**src/rtl/fp32_pkg.sv**
```systemverilog
// Shared IEEE754 single-precision constants, operand classes and classifier.
// Used by both the divider and the multiplier cores.
package fp32_pkg;

   localparam int unsigned EXP_W   = 8;
   localparam int unsigned MAN_W   = 23;
   localparam int unsigned BIAS    = 127;
   localparam int unsigned EXP_MAX = 255;
   localparam int unsigned QBITS   = 26;

   localparam logic [31:0] POS_INF = 32'h7F80_0000;
   localparam logic [31:0] QNAN    = 32'h7FC0_0000;

   typedef enum logic [1:0] {ZERO, NORM, INF, NAN} fp_class_t;

   // Denormals report as ZERO so callers flush them without extra logic.
   function automatic fp_class_t classify(input logic [EXP_W-1:0] e, input logic [MAN_W-1:0] m);
      fp_class_t c;
      if (e == '0) begin
         c = ZERO;
      end else if (e == EXP_W'(EXP_MAX)) begin
         c = (m == '0) ? INF : NAN;
      end else begin
         c = NORM;
      end
      return c;
   endfunction

endpackage

```
**src/rtl/fp32_mant_div.sv**
```systemverilog
// Iterative restoring divider for 24-bit mantissas, one quotient bit per cycle.
// Produces QBITS quotient bits (1 integer + fraction) and a sticky flag from the remainder.
module fp32_mant_div
   import fp32_pkg::*;
(
   input  logic              clk,
   input  logic              rst,
   input  logic              start,
   input  logic [23:0]       dividend,
   input  logic [23:0]       divisor,
   output logic [QBITS-1:0]  quotient,
   output logic              sticky,
   output logic              busy
);

   logic [25:0]      rem_q;
   logic [23:0]      dvs_q;
   logic [QBITS-1:0] quo_q;
   logic [4:0]       cnt_q;
   logic             busy_q;
   logic [26:0]      trial;
   logic [25:0]      rem_keep;

   // The extra top bit of the trial difference is its sign: set means restore.
   always_comb begin
      trial    = {1'b0, rem_q} - {3'b000, dvs_q};
      rem_keep = trial[26] ? rem_q : trial[25:0];
   end

   always_ff @(posedge clk or negedge rst) begin
      if (!rst) begin
         rem_q  <= '0;
         dvs_q  <= '0;
         quo_q  <= '0;
         cnt_q  <= '0;
         busy_q <= 1'b0;
      end else if (start) begin
         rem_q  <= {2'b00, dividend};
         dvs_q  <= divisor;
         quo_q  <= '0;
         cnt_q  <= 5'(QBITS - 1);
         busy_q <= 1'b1;
      end else if (busy_q) begin
         quo_q[cnt_q] <= ~trial[26];
         rem_q        <= rem_keep << 1;
         cnt_q        <= cnt_q - 5'd1;
         if (cnt_q == 5'd0) begin
            busy_q <= 1'b0;
         end
      end
   end

   assign quotient = quo_q;
   assign sticky   = |rem_q;
   assign busy     = busy_q;

endmodule

```
**src/rtl/float_divider.sv**
```systemverilog
// Sequential IEEE754 single-precision divider, res = op1 / op2, fixed latency.
// Shares the ready/op1/op2 -> res/done handshake with the single-precision multiplier.
module float_divider
   import fp32_pkg::*;
(
   input  logic        clk,
   input  logic        rst,
   input  logic        ready,
   input  logic [31:0] op1,
   input  logic [31:0] op2,
   output logic [31:0] res,
   output logic        done
);

   typedef enum logic [2:0] {IDLE, UNPACK, DIV, ROUND, OUT} state_t;

   state_t      state_q;
   logic [31:0] opa_q;
   logic [31:0] opb_q;
   logic        sign_q;
   logic [9:0]  exp_q;
   logic        special_q;
   logic [31:0] spec_val_q;
   logic [4:0]  cnt_q;
   logic [31:0] result_q;

   fp_class_t   cls_a;
   fp_class_t   cls_b;
   logic        sign_nxt;
   logic [9:0]  exp_nxt;
   logic        special_nxt;
   logic [31:0] spec_val_nxt;

   logic              div_start;
   logic [QBITS-1:0]  quo;
   logic              div_sticky;
   logic              div_busy;

   logic [23:0] mant;
   logic        guard;
   logic        stk;
   logic [24:0] mant_r;
   logic [9:0]  e_adj;
   logic [9:0]  e_fin;
   logic [22:0] frac;
   logic [31:0] rnd_res;

   // Operand classification and special-result selection, consumed in UNPACK.
   always_comb begin
      cls_a        = classify(opa_q[30:23], opa_q[MAN_W-1:0]);
      cls_b        = classify(opb_q[30:23], opb_q[MAN_W-1:0]);
      sign_nxt     = opa_q[31] ^ opb_q[31];
      exp_nxt      = {2'b00, opa_q[30:23]} - {2'b00, opb_q[30:23]} + 10'(BIAS);
      special_nxt  = 1'b1;
      spec_val_nxt = QNAN;
      if (cls_a == NAN || cls_b == NAN) begin
         spec_val_nxt = QNAN;
      end else if ((cls_a == INF && cls_b == INF) || (cls_a == ZERO && cls_b == ZERO)) begin
         spec_val_nxt = QNAN;
      end else if (cls_a == INF || cls_b == ZERO) begin
         spec_val_nxt = POS_INF | {sign_nxt, 31'b0};
      end else if (cls_a == ZERO || cls_b == INF) begin
         spec_val_nxt = {sign_nxt, 31'b0};
      end else begin
         special_nxt  = 1'b0;
         spec_val_nxt = '0;
      end
   end

   assign div_start = (state_q == UNPACK);

   fp32_mant_div u_mant_div (
      .clk      (clk),
      .rst      (rst),
      .start    (div_start),
      .dividend ({1'b1, opa_q[MAN_W-1:0]}),
      .divisor  ({1'b1, opb_q[MAN_W-1:0]}),
      .quotient (quo),
      .sticky   (div_sticky),
      .busy     (div_busy)
   );

   // Normalise, round to nearest even, then range-check the final exponent.
   always_comb begin
      if (quo[QBITS-1]) begin
         mant  = quo[25:2];
         guard = quo[1];
         stk   = quo[0] | div_sticky;
         e_adj = exp_q;
      end else begin
         mant  = quo[24:1];
         guard = quo[0];
         stk   = div_sticky;
         e_adj = exp_q - 10'd1;
      end
      mant_r = {1'b0, mant} + {24'b0, guard & (stk | mant[0])};
      if (mant_r[24]) begin
         e_fin = e_adj + 10'd1;
         frac  = mant_r[23:1];
      end else begin
         e_fin = e_adj;
         frac  = mant_r[22:0];
      end
      if ($signed(e_fin) <= $signed(10'sd0)) begin
         rnd_res = {sign_q, 31'b0};
      end else if ($signed(e_fin) >= $signed(10'(EXP_MAX))) begin
         rnd_res = POS_INF | {sign_q, 31'b0};
      end else begin
         rnd_res = {sign_q, e_fin[7:0], frac};
      end
   end

   always_ff @(posedge clk or negedge rst) begin
      if (!rst) begin
         state_q    <= IDLE;
         opa_q      <= '0;
         opb_q      <= '0;
         sign_q     <= 1'b0;
         exp_q      <= '0;
         special_q  <= 1'b0;
         spec_val_q <= '0;
         cnt_q      <= '0;
         result_q   <= '0;
         res        <= '0;
         done       <= 1'b0;
      end else begin
         done <= 1'b0;
         unique case (state_q)
            IDLE: begin
               if (ready) begin
                  opa_q   <= op1;
                  opb_q   <= op2;
                  state_q <= UNPACK;
               end
            end
            UNPACK: begin
               sign_q     <= sign_nxt;
               exp_q      <= exp_nxt;
               special_q  <= special_nxt;
               spec_val_q <= spec_val_nxt;
               cnt_q      <= 5'(QBITS - 1);
               state_q    <= DIV;
            end
            DIV: begin
               if (cnt_q == 5'd0) begin
                  state_q <= ROUND;
               end else begin
                  cnt_q <= cnt_q - 5'd1;
               end
            end
            ROUND: begin
               // Divider has retired its last bit by now; the check is an interlock only.
               if (!div_busy) begin
                  result_q <= special_q ? spec_val_q : rnd_res;
                  state_q  <= OUT;
               end
            end
            OUT: begin
               res     <= result_q;
               done    <= 1'b1;
               state_q <= IDLE;
            end
            default: state_q <= IDLE;
         endcase
      end
   end

endmodule
```
**config.mk**
```make
export PLATFORM = sky130hd
export DESIGN_NAME = float_divider
export DESIGN_NICKNAME = d
export VERILOG_FILES = /design/src/rtl/fp32_pkg.sv /design/src/rtl/fp32_mant_div.sv /design/src/rtl/float_divider.sv
export SDC_FILE = /design/constraint.sdc
export NUM_CORES = 1
export LEC_CHECK = 0
export BUFFER_PORTS_ARGS = -buffer_cell sky130_fd_sc_hd__buf_2
export CELL_PAD_IN_SITES_DETAIL_PLACEMENT = 0
export CELL_PAD_IN_SITES_GLOBAL_PLACEMENT = 2
export CORE_MARGIN = 1.5
export CORE_UTILIZATION = 39
export CTS_CLUSTER_SIZE = 30
export DETAILED_ROUTE_END_ITERATION = 7
export GPL_TIMING_DRIVEN = 0
export HOLD_SLACK_MARGIN = 0.15
export PLACE_DENSITY_LB_ADDON = 0.08
export SETUP_SLACK_MARGIN = 0.2
export SKIP_CTS_REPAIR_TIMING = 1
export SYNTH_ARGS = -nofsm -noshare
export SYNTH_HDL_FRONTEND = slang
export SYNTH_HIERARCHICAL = 1
export SYNTH_SLANG_ARGS = --single-unit
```
**constraint.sdc**
```tcl
create_clock -name clk -period 5.39 [get_ports clk]
set_input_delay 0.8085 -clock clk [delete_from_list [all_inputs] [get_ports clk]]
set_output_delay 0.8085 -clock clk [all_outputs]
set_load 0.01 [all_outputs]
```
Word level (Yosys, flattened, before mapping)
Index checks and enable logic that the tools add are counted.

word-level totals
  bits in registers = 263
  logic and storage cells = 114
  output and inout bits = 33
  input port bits = 67

cells by class
  reduce and logical (&&, ||, !) cells = 23
  equality and inequality tests = 14
  bitwise operators = 6
  multiplexer cells = 43
  $add $sub $neg = 8
  magnitude comparators = 4

operator list
  operator                                                                           number
  32-bit 2-to-1 mux                                                                  5
  26-bit 2-to-1 mux                                                                  4
  31-bit 2-to-1 mux                                                                  2
  23-bit zero test                                                                   2
  26-bit by 24-bit subtractor with 27-bit output                                     1
  26-bit bitwise mux                                                                 1
  26-bit OR reduction                                                                1
  24-bit by 1-bit adder with 25-bit output                                           1
  25-bit 2-to-1 mux                                                                  1
  24-bit 2-to-1 mux                                                                  1
  23-bit 2-to-1 mux                                                                  1
  10-bit 2-to-1 mux                                                                  2
  8-bit == test, second input constant                                               2
  8-bit zero test                                                                    2
  5-bit 2-to-1 mux                                                                   3
  1-bit 2-to-1 mux                                                                   13
  3-bit case mux with 4 select lines                                                 1
  10-bit by 1-bit adder with 10-bit output, second input constant                    1
  9-bit by 8-bit adder with 10-bit output, second input constant                     1
  10-bit by 9-bit >= comparator with 1-bit output, second input constant             1
  10-bit by 1-bit less-or-equal comparator with 1-bit output, second input constant  1
  5-bit zero test                                                                    2
  5-bit case mux with 2 select lines                                                 1
  10-bit by 1-bit subtractor with 10-bit output, second input constant               1
  23 further kinds                                                                   47

Logic depth before layout (Yosys ltp)
Gate-level depths: netlist of run 1.

  depth in word-level cells = 11
  gate-level depth with buffers = 18

Cells and area by module
The synthesis of run 1 kept the hierarchy.

modules (own cells, without submodules)
  module         times used  cells an instance  area an instance (um^2)  sequential area each (um^2)
  float_divider  1           800                8360.5                   3803.6
  fp32_mant_div  1           558                4903.5                   2052.0

Worst setup path after synthesis of run 1
No wires, ideal clock.

  kind = reg-to-reg
  start point = register u_mant_div.quo_q[25], in the netlist u_mant_div/quotient[25]
  end point = register result_q[17]
  data required time = 5.298 ns
  clock period less this slack = 4.326 ns
  path buffers = 7
  data arrival time = 4.234 ns
  path slack = 1.064 ns
  cell stages (with the launch flop) = 19
  path through = dfrtp_1 > buf_4 > buf_2 > buf_2 > buf_1 > clkbuf_1 > nand2_1 > a21boi_0 > ha_1 > and2_1 > nand4_1 > or4_1 > buf_2 > a2111oi_4 > xnor2_1 > or3_1 > a2bb2oi_2 > buf_6 > o31ai_2

on the way
  cells in the longest elaborated chain, start to end = 9
  elaborated cells on any way between the ends = 15
  those cells by class = 2 x add/sub; 2 x order compare; 9 x mux; 2 x bitwise

RTL lines
  element                                                       line                  text
  from (decl)                                                   fp32_mant_div.sv:18   logic [QBITS-1:0] quo_q;
  from (signal, indexed assignment)                             fp32_mant_div.sv:44   quo_q[cnt_q] <= ~trial[26];
  1-bit 2-to-1 mux / 24-bit 2-to-1 mux (equally long branches)  float_divider.sv:85   if (quo[QBITS-1]) begin
  1-bit OR                                                      float_divider.sv:96   mant_r = {1'b0, mant} + {24'b0, guard & (stk | mant[0])};
  1-bit AND                                                     float_divider.sv:96
  24-bit by 1-bit adder with 25-bit output                      float_divider.sv:96
  10-bit 2-to-1 mux                                             float_divider.sv:97   if (mant_r[24]) begin
  10-bit by 9-bit >= comparator with 1-bit output               float_divider.sv:106  end else if ($signed(e_fin) >= $signed(10'(EXP_MAX))) begin
  31-bit 2-to-1 mux                                             float_divider.sv:106
  31-bit 2-to-1 mux *                                           float_divider.sv:104  if ($signed(e_fin) <= $signed(10'sd0)) begin
  32-bit 2-to-1 mux *                                           float_divider.sv:154  result_q <= special_q ? spec_val_q : rnd_res;
  to (signal assigned)                                          float_divider.sv:154
  to (decl)                                                     float_divider.sv:25   logic [31:0] result_q;

Every way passes the cells marked *; elsewhere a longest branch is shown, timed or not.
A chain may end at the register's enable or synchronous reset.

Final worst setup path of run 1
  start point = register u_mant_div.quo_q[25], in the netlist u_mant_div/quotient[25]
  end point = register result_q[9]

Same word-level chain as after synthesis.

==> summary.txt, run 1 <==
Logic synthesis
  – Syn avg cell area: between 9 and 10 um2
  – Largest area contributor in the netlist: dfrtp_1
  – Synth top area share: 44.1%
  – Synth warnings: 6
  – Synth top area cells: dfrtp_1 (44%), mux2_2 (8.0%), ha_1 (4.1%)
  – Synthesized flop and latch total: 234
  – Syn Inst Count: about 1400
  – Sequential-to-total area share from yosys stat: 44.1%
  – Most used flip-flop cell after synthesis: dfrtp_1
  – Synth cell types: 77
  – Ys async rst share: 100%
  – Post-synth EDFFs: 0
  – Syn Std Cell Area: 0.0133 mm2

Placement
  – Placed Cells: 1908
  – Port Buf Inserts: 99
  – Dpl hpwl: 26000 um
  – Routability cong.: 0.799
  – Dpl ws: -37.3 ps

Worst setup path
  – CP bufs+invs: 8
  – Setup crit start: u_mant_div/quotient[25]
  – Crit Path Class: flip-flop to flip-flop
  – Crit path required time: 5830 ps
  – Flop-to-flop setup slack: 600 ps
  – Worst setup path end: result_q[9]
  – Crit path depth: 19
  – Worst Reg2Reg Path Length in Cells: 19
  – Max incr delay on CP: between 400 and 500 ps
  – Worst r2r src: u_mant_div/quotient[25]
  – CP Launch Type: flip-flop
  – Crit Path Max Fanout: 10
  – Arr. time, crit path: approximately 5200 ps
  – Cell Chain, Critical Path: buf_4 -> buf_2 -> clkbuf_4 -> clkbuf_4 -> clkbuf_2 -> nand2_1 -> a21boi_0 -> ha_1 -> and2_1 -> nand4_1 -> buf_4 -> or4_1 -> buf_2 -> a2111oi_4 -> xnor2_1 -> or3_1 -> a2bb2oi_4 -> buf_6 -> o31ai_2
  – R2r endpoint: result_q[9]
  – Top delay family on crit path: buffers and inverters
  – CP Capture Type: flip-flop
  – Slowest-stage cell, CP: or4_1

Cells and area
  – Area Growth Syn to Fin: 16.0%
  – Nets: 1603
  – Share of layout cells above drive strength 1: 20.0%
  – Post-Layout Cell Count: 1961

CTS
  – Total CTS buffers: 28
  – Clock sinks: around 230
  – Clk_lat worst skew: about 550 ps
  – CTS tree: yes
  – Clock-pin slew of the registers on the worst-case setup and hold paths: 60 ps
  – Max Root-Sink Buffers: 3
  – H-tree depth: 1
  – CTS Root Cell: clkbuf_16

Timing
  – Final period util: between 80 and 90%
  – Achievable Freq: 209 MHz
  – Fin worst setup slack: between 600 and 700 ps
  – Worst Max-Slew Pin Slew: approximately 800 ps
  – Final hold vios: 0
  – Slew headroom: 47.4%
  – Fin. max-slew vios: 0
  – RSZ-0062 raised after global routing: yes
  – Clk_skew: 19.6 ps
  – Final TNS setup: 0 ps
  – Setup Viol. Count Final: 0
  – Min Tclk post-route: 4790 ps

Route
  – DRT antenna net count: 0
  – DR iter-0 viols: between 400 and 500
  – Pre-Repair DR Iteration Count: 4
  – Via density: 5.19
  – Post-route DRC: 0
  – Final WL: about 34000 um
  – DR vias: 10181
  – Drt wl/cell: roughly 17 um

Global route
  – Initial antenna violation count: 1
  – Vias in the first global route: between 10000 and 15000
  – GRT Residual Overflow: 0
  – First-pass GRT wire length: 55400 um
  – GRT Util Overall: 19.5%
  – Largest net degree at the start of global routing: 106

Min path
  – Hold crit path type: input port to async pin

Power and ir drop
  – Cell area power density: about 680 mW/mm2
  – Maximum VDD drop: ~0.00033 V
  – Leakage: 0.00669 uW

Floorplanning
  – Cell row count: between 60 and 70
  – Io pins: 100
  – Die Span X: around 190 um
  – Initial Util: between 30% and 40%
  – Die H: 187 um
  – Die area: between 0.03 and 0.04 mm2
  – Core area: 0.0335 mm2

Job
  – Maxcap violations: 0

Outcome
  – Status: completed
Yosys cell counts, types with 4 or more instances:
| master | count |
|---|---|
| a2111oi_0 | 5 |
| a211oi_1 | 34 |
| a21o_1 | 18 |
| a21oi_1 | 55 |
| a22oi_1 | 13 |
| a31oi_1 | 10 |
| and2_1 | 6 |
| and3_1 | 9 |
| and4_1 | 4 |
| buf_1 | 4 |
| buf_2 | 11 |
| buf_6 | 4 |
| clkbuf_1 | 50 |
| dfrtp_1 | 234 |
| ha_1 | 43 |
| inv_1 | 62 |
| mux2_2 | 94 |
| mux2i_1 | 22 |
| nand2_1 | 142 |
| nand2b_1 | 5 |
| nand3_1 | 27 |
| nand3b_1 | 7 |
| nand4_1 | 26 |
| nor2_1 | 116 |
| nor2b_1 | 8 |
| nor3_1 | 23 |
| nor4_1 | 24 |
| nor4b_1 | 5 |
| o211ai_1 | 7 |
| o21a_1 | 9 |
| o21ai_0 | 85 |
| o21ai_1 | 4 |
| o21bai_1 | 4 |
| o22ai_1 | 6 |
| o31ai_1 | 7 |
| o31ai_2 | 17 |
| o41ai_1 | 4 |
| or3_1 | 10 |
| or3b_2 | 4 |
| or4_1 | 5 |
| xnor2_1 | 47 |
| xor2_1 | 37 |
worst min path at each step:
| stage | endpoint | slack, ps | depth (start not counted) |
|---|---|---|---|
| after floorplan | result_q[0] | 440 | 2 |
| after global placement | spec_val_q[22] | 460 | 2 |
| after detailed placement | spec_val_q[22] | 460 | 2 |
| after CTS | cnt_q[1] | 200 | 1 |
| after global routing | cnt_q[1] | 210 | 1 |
| final | cnt_q[1] | 200 | 1 |
cell families (layout without fill, tap and decap cells):
logic type	after synthesis	after routing	synth area share, %
flip-flops	234	234	44.1
adder cells (fa/ha/maj)	45	45	4.36
multiplexers	116	116	9.64
buffers and inverters	133	286	4.13
AND/OR/NAND/NOR	437	437	16.0
AO/OA/AOI/OAI	308	308	16.1
other	1	3	0.0283
XOR/XNOR	84	84	5.55
area by class of cell:
class / count / area, um2
multi-input cells: 992 / 6920
fillers: 3306 / 18100
flip-flops and latches: 234 / 5860
clock inverters: 10 / 105
clock buffers: 41 / 821
inverters: 62 / 233
plain buffers: 71 / 324
well taps: 448 / 561
repair buffers: 102 / 568
diodes: 1 / 2.50
stage by stage:
stage / hold slack (ps) / util, % / cell area [um2] / total power (uW)
finish: 196 / 45.9 / 15400 / 10500
global route: 212 / 45.9 / 15400 / 11400
CTS: 197 / 45.7 / 15300 / 10600
detailed placement: 458 / 42.9 / 14400 / 8610
global placement: 461 / 42.7 / 14300 / 8540
floorplan: 438 / - / 13300 / 7190
cell usage in the layout, fill, tap and decap left out, types with 6 or more instances in the layout:
| cell | n |
|---|---|
| a22oi_1 | 13 |
| inv_1 | 62 |
| a211oi_1 | 34 |
| dfrtp_1 | 234 |
| and3_1 | 9 |
| nand3_1 | 27 |
| clkbuf_16 | 29 |
| mux2_2 | 94 |
| buf_2 | 108 |
| xnor2_1 | 47 |
| a31oi_1 | 10 |
| o21ai_0 | 85 |
| o22ai_1 | 6 |
| clkinv_2 | 6 |
| mux2i_1 | 22 |
| o211ai_1 | 7 |
| nor3_1 | 22 |
| clkbuf_1 | 55 |
| a21oi_1 | 55 |
| nor2_1 | 116 |
| and2_1 | 6 |
| nand3b_1 | 7 |
| nand2_1 | 142 |
| nor2b_1 | 8 |
| xor2_1 | 36 |
| nand4_1 | 26 |
| or3_1 | 10 |
| ha_1 | 43 |
| o21a_1 | 9 |
| a21o_1 | 18 |
| o31ai_1 | 7 |
| o31ai_2 | 17 |
| nor4_1 | 20 |
routing by layer:
metal	up-vias	GRT usage (%)	share of wire, %
li1	5158	-	-
met4	0	6.25	3.2
met5	-	0	0
met3	66	2.14	2.5
met1	4808	24.8	45
met2	149	34.7	49
state kept, by name (all words and copies together) (netlist names):
signal	flops
opa_q	32
opb_q	32
res	32
result_q	32
u_mant_div/quotient	26
u_mant_div/rem_q	26
u_mant_div/dvs_q	24
exp_q	10
cnt_q	5
u_mant_div/cnt_q	5
spec_val_q	3
state_q	3
done	1
sign_q	1
special_q	1
u_mant_div/busy	1
power by group:
| part | internal [uW] | leakage, uW | switching [uW] |
|---|---|---|---|
| Sequential | 2520 | 0.00295 | 678 |
| Combinational | 2300 | 0.00328 | 3080 |
| Clock | 1140 | 0.000454 | 744 |
| Total | 5960 | 0.00669 | 4500 |
(Power assumes the default switching activity.)
==> run 2, diff against run 1 <==
Settings changed: CORE_ASPECT_RATIO from default to 1.1, GPL_ROUTABILITY_DRIVEN from default to 0.
==> summary.txt, run 2 (synthesized netlist as in run 1, its figures left out) <==
Worst setup path
  – Max incr delay on CP: 450 ps (about the same)
  – CP Launch Type: flip-flop
  – Worst Reg2Reg Path Length in Cells: 19 (unchanged)
  – CP bufs+invs: 8 (unchanged)
  – Cell Chain, Critical Path: buf_4 -> buf_2 -> clkbuf_4 -> clkbuf_4 -> clkbuf_2 -> nand2_1 -> a21boi_0 -> ha_1 -> and2_1 -> nand4_1 -> buf_4 -> or4_1 -> buf_2 -> a2111oi_4 -> xnor2_1 -> or3_1 -> a2bb2oi_4 -> buf_6 -> o31ai_2
  – Crit path required time: 5840 ps (about the same)
  – Slowest-stage cell, CP: or4_1
  – Flop-to-flop setup slack: 670 ps (+70 ps)
  – R2r endpoint: result_q[19]
  – Arr. time, crit path: 5170 ps (-60 ps)
  – Crit Path Max Fanout: 10 (unchanged)
  – Crit Path Class: flip-flop to flip-flop
  – Worst r2r src: u_mant_div/quotient[25]
  – CP Capture Type: flip-flop
  – Top delay family on crit path: buffers and inverters

Timing
  – Achievable Freq: 212 MHz (+1.4%)
  – Clk_skew: 29.7 ps (+10.2 ps)
  – RSZ-0062 raised after global routing: no
  – Slew headroom: 40.8% (-6.6 points)
  – Hold_ws: 336 ps (+140 ps)
  – Min Tclk post-route: 4720 ps (-67.6 ps)
  – Final period util: 87.5% (-1.3 points)
  – Setup Viol. Count Final: 0 (unchanged)
  – Fin worst setup slack: 671 ps (+67.6 ps)
  – Fin. max-slew vios: 0 (unchanged)
  – Final hold vios: 0 (unchanged)
  – Worst Max-Slew Pin Slew: 888 ps (+98.3 ps)

Floorplanning
  – Core area: 0.0334 mm2 (-0.49%)
  – Die area: 0.0351 mm2 (about the same)
  – Cell row count: 70 (+4.5%)
  – Io pins: 100 (unchanged)
  – Die Span X: 179 um (-4.6%)
  – Initial Util: 39.7% (+0.19 points)
  – Die H: 196 um (+4.8%)

Cells and area
  – Final Cell Area: 0.0153 mm2 (-0.36%)
  – Multi-input gate area: 0.00692 mm2 (about the same)
  – Fill count: 3265 (-1.2%)
  – Finished Core Util: 46.0% (+0.059 points)
  – Most common cell after layout, fill and taps aside: dfrtp_1
  – Area Growth Syn to Fin: 15.6%
  – Antenna diodes: 0 (-1)
  – Storage cell area: 0.00586 mm2 (unchanged)
  – Nets: 1605 (+0.12%)
  – Most frequent cells in the layout: dfrtp_1 (234), nand2_1 (142), nor2_1 (116)
  – Share of layout cells above drive strength 1: 20.0% (-0.053 points)

CTS
  – CTS Root Cell: clkbuf_16
  – Clk_lat worst skew: 550 ps (about the same)
  – Clock sinks: 234 (unchanged)
  – CTS tree: yes
  – H-tree depth: 1 (unchanged)
  – Max Root-Sink Buffers: 3 (unchanged)
  – Total CTS buffers: 27 (-3.6%)
  – Clock-pin slew of the registers on the worst-case setup and hold paths: 60 ps (about the same)

Outcome
  – Status: completed

Route
  – Final WL: 34000 um (+0.25%)
  – DR vias: 10180 (-0.0098%)
  – Post-route DRC: 0 (unchanged)
  – DRT antenna net count: 0 (unchanged)
  – Drt wl/cell: 17.5 um (+1.2%)
  – Via density: 5.24 (+0.92%)
  – DR iter-0 viols: 445 (+2.3%)
  – Pre-Repair DR Iteration Count: 5 (+1)

Global route
  – Initial antenna violation count: 0 (-1)
  – GRT Util Overall: 20.0% (+0.48 points)
  – Vias in the first global route: 10343 (+1.6%)
  – Largest net degree at the start of global routing: 120 (+13%)
  – First-pass GRT wire length: 55600 um (+0.36%)
  – GRT Residual Overflow: 0 (unchanged)

Placement
  – Dpl ws: -105 ps (-68.0 ps)
  – Cell Area, Placed: 0.0143 mm2 (-0.33%)
  – Port Buf Inserts: 99 (unchanged)
  – Dpl hpwl: 26100 um (+0.31%)

Power and ir drop
  – Maximum VDD drop: 0.000283 V (-13%)
  – Leakage: 0.00669 uW (about the same)
  – Cell area power density: 678 mW/mm2 (-0.32%)

Min path
  – Hold crit path type: input port to async pin

Job
  – Maxcap violations: 0 (unchanged)
run 2: changes by cell type in the layout (fill, tap and decap cells not counted), sizes merged:
cell      previous run  this run
buf                120       123
clkinv               6         4
bufinv               2         3
diode                1         0
clkinvlp             2         0
inv                 62        63
clkbuf              94        92
run 2: power breakdown:
group	internal, uW	switching, uW
clock	1130	707
combinational	2300	3060
sequential	2520	674
total	5950	4440
run 2: through the flow:
| stage | TNS, ps | power [uW] | instances |
|---|---|---|---|
| after CTS | -2350 | 10500 | 1938 |
| after detailed placement | -1790 | 8590 | 1891 |
| after global routing | 0 | 11400 | 1943 |
| final | 0 | 10400 | 1943 |
| after floorplan | 0 | 7190 | 1359 |
| after global placement | -179720 | 8540 | 1890 |
run 2: cell type report:
class / count / area share (%)
Multi-Input combinational cell: 992 / 45.1
Sequential cell: 234 / 38.2
Clock buffer: 39 / 5.03
Timing Repair Buffer: 105 / 3.72
Tap cell: 432 / 3.52
Buffer: 71 / 2.11
Inverter: 62 / 1.52
Clock inverter: 8 / 0.775
run 2: metal layers:
layer | up-vias | wire (um) | part of all wire (%) | track usage (%)
met5 | - | 0 | 0 | 0
li1 | 5136 | - | - | -
met4 | 0 | 746 | 2.2 | 5.56
met2 | 168 | 17500 | 52 | 36.9
met3 | 46 | 915 | 2.7 | 1.89
met1 | 4830 | 14800 | 44 | 24.5
run 2: worst max-delay path by stage:
stage,startpoint,end,slack [ps],cells past startpoint
floorplan,u_mant_div/quotient[25],result_q[17],1060,18
global placement,rst,u_mant_div/dvs_q[23],-800,1
detailed placement,u_mant_div/quotient[25],result_q[23],-110,17
CTS,u_mant_div/quotient[25],result_q[2],-110,17
global route,u_mant_div/quotient[25],result_q[25],270,17
finish,u_mant_div/quotient[25],result_q[19],670,19
run 2: worst reg2reg max path, cell delays in order (launching register included):
cell and delay [ps]:
dfrtp_1 360, buf_4 160, buf_2 260, clkbuf_4 280
clkbuf_4 270, clkbuf_2 270, nand2_1 70, a21boi_0 190
ha_1 210, and2_1 160, nand4_1 80, buf_4 170
or4_1 450, buf_2 200, a2111oi_4 360, xnor2_1 90
or3_1 430, a2bb2oi_4 200, buf_6 170, o31ai_2 230
==> run 3, diff against run 2 <==
Settings changed: REMOVE_ABC_BUFFERS from default to 1.
==> summary.txt, run 3 (synthesized netlist as in run 1, its figures left out) <==
Timing
  – Min Tclk post-route: 4770 ps (+54.3 ps)
  – Achievable Freq: 210 MHz (-1.1%)
  – Fin. max-slew vios: 0 (unchanged)
  – Final period util: 88.6% (+1.0 points)
  – Final TNS setup: 0 ps (unchanged)
  – RSZ-0062 raised after global routing: no
  – Final hold vios: 0 (unchanged)
  – Slew headroom: 18.7% (-22 points)
  – Worst Max-Slew Pin Slew: 1210 ps (+327 ps)
  – Clk_skew: 25.6 ps (-4.14 ps)
  – Setup Viol. Count Final: 0 (unchanged)

Route
  – Via density: 5.26 (+0.46%)
  – Routed met2 length: 15300 um (-13%)
  – Drt wl/cell: 16.7 um (-4.9%)
  – Final WL: 31300 um (-7.9%)
  – Met3 wire len: 836 um (-8.6%)
  – DR top layer: met4
  – DR vias: 9895 (-2.8%)
  – Pre-Repair DR Iteration Count: 4 (-1)
  – Post-route DRC: 0 (unchanged)
  – DR iter-0 viols: 438 (-1.6%)
  – Met1 wire length: 14300 um (-3.5%)
  – DRT antenna net count: 0 (unchanged)

Cells and area
  – Antenna diodes: 0 (unchanged)
  – Post-Layout Cell Count: 1880 (-3.2%)
  – Most common cell after layout, fill and taps aside: dfrtp_1
  – Nets: 1542 (-3.9%)
  – Fill count: 3264 (-0.031%)
  – Area Growth Syn to Fin: 13.9%
  – Final Cell Area: 0.0151 mm2 (-1.5%)
  – Share of layout cells above drive strength 1: 20.3% (+0.32 points)
  – Finished Core Util: 45.3% (-0.68 points)
  – Most frequent cells in the layout: dfrtp_1 (233), nand2_1 (142), nor2_1 (116)

Floorplanning
  – Initial Util: 39.7% (unchanged)
  – Io pins: 100 (unchanged)
  – Cell row count: 70 (unchanged)
  – Die area: 0.0351 mm2 (unchanged)
  – Die H: 196 um (unchanged)
  – Core area: 0.0334 mm2 (unchanged)
  – Die Span X: 179 um (unchanged)

Global route
  – Largest net degree at the start of global routing: 113 (-5.8%)
  – GRT Residual Overflow: 0 (unchanged)
  – Initial antenna violation count: 0 (unchanged)
  – First-pass GRT wire length: 52600 um (-5.4%)
  – GRT Util Overall: 18.4% (-1.5 points)
  – Vias in the first global route: 10009 (-3.2%)

Worst setup path
  – Max incr delay on CP: 970 ps (+520 ps)
  – CP Launch Type: flip-flop
  – Crit Path Max Fanout: 42 (+32)
  – Arr. time, crit path: 5160 ps (about the same)
  – Crit path required time: 5770 ps (-70 ps)
  – Cell Chain, Critical Path: nand2_1 -> a21boi_0 -> ha_1 -> and2_1 -> nand4_1 -> nor4_2 -> nand3_1 -> a21o_1 -> nor4_1 -> a2bb2oi_4 -> o21ai_0
  – Crit Path Class: flip-flop to flip-flop
  – CP Capture Type: flip-flop
  – Slowest-stage cell, CP: dfrtp_2

Power and ir drop
  – Maximum VDD drop: 0.000361 V (+28%)
  – Leakage: 0.00657 uW (-1.7%)
  – Cell area power density: 673 mW/mm2 (-0.75%)

CTS
  – CTS tree: yes
  – CTS Root Cell: clkbuf_16
  – Clock-pin slew of the registers on the worst-case setup and hold paths: 60 ps (about the same)
  – Clk_lat worst skew: 560 ps (about the same)
  – Clock sinks: 234 (unchanged)
  – H-tree depth: 1 (unchanged)
  – Max Root-Sink Buffers: 3 (unchanged)
  – Total CTS buffers: 27 (unchanged)

Placement
  – Cell Area, Placed: 0.0142 mm2 (-1.0%)
  – Dpl hpwl: 22800 um (-13%)
  – Placed Cells: 1832 (-3.1%)
  – Port Buf Inserts: 99 (unchanged)

Job
  – Maxcap violations: 0 (unchanged)

Min path
  – Hold crit path type: input port to async pin

Outcome
  – Status: completed
[run 3: worst paths after layout]
path                                              start            to  slack (ps)  cells past startpoint
min in group clk                                op2[30]     opb_q[30]         460                      3
worst min-delay path                                rst       res[15]         130                      1
worst max register to register  u_mant_div/quotient[25]  result_q[20]         620                     11
worst min register to register             result_q[21]  result_q[21]         480                      2
max in group asynchronous                           rst      opa_q[4]        3990                      3
worst max-delay path            u_mant_div/quotient[25]  result_q[20]         620                     11
[run 3: power by group]
group / internal [uW] / switching [uW] / total, uW
combinational: 2230 / 2790 / 5020
sequential: 2520 / 801 / 3320
clock: 1080 / 743 / 1820
[run 3: metrics by stage]
stage                     power [uW]  hold slack, ps  setup WS [ps]
after global routing           11100             150            205
after detailed placement        8420             462            242
after global placement          8350             459          -7390
final                          10200             133            617
after CTS                      10300             130            216
after floorplan                 7060             438          -3060
[run 3: cell type report]
cell class / instances / area, um2 / share of cell area (%)
clock inverters: 9 / 95.1 / 0.629
flip-flops and latches: 234 / 5860 / 38.8
inverters: 62 / 235 / 1.56
well taps: 432 / 541 / 3.58
clock buffers: 38 / 797 / 5.27
repair buffers: 113 / 694 / 4.60
multi-input cells: 992 / 6890 / 45.6
[run 3: per-layer routing]
layer  track usage, %  vias to the layer above
met3             2.12                       47
li1                 -                     5035
met4             5.65                        0
met5                0                        -
met1             23.8                     4672
met2             32.0                      141
[run 3: worst max-delay path, delay by kind of cell, from the launching register on]
family	cells	cell delay (ps)
compound gates	4	1340
fa+ha+maj	1	210
flops	1	970
simple gates	6	2050
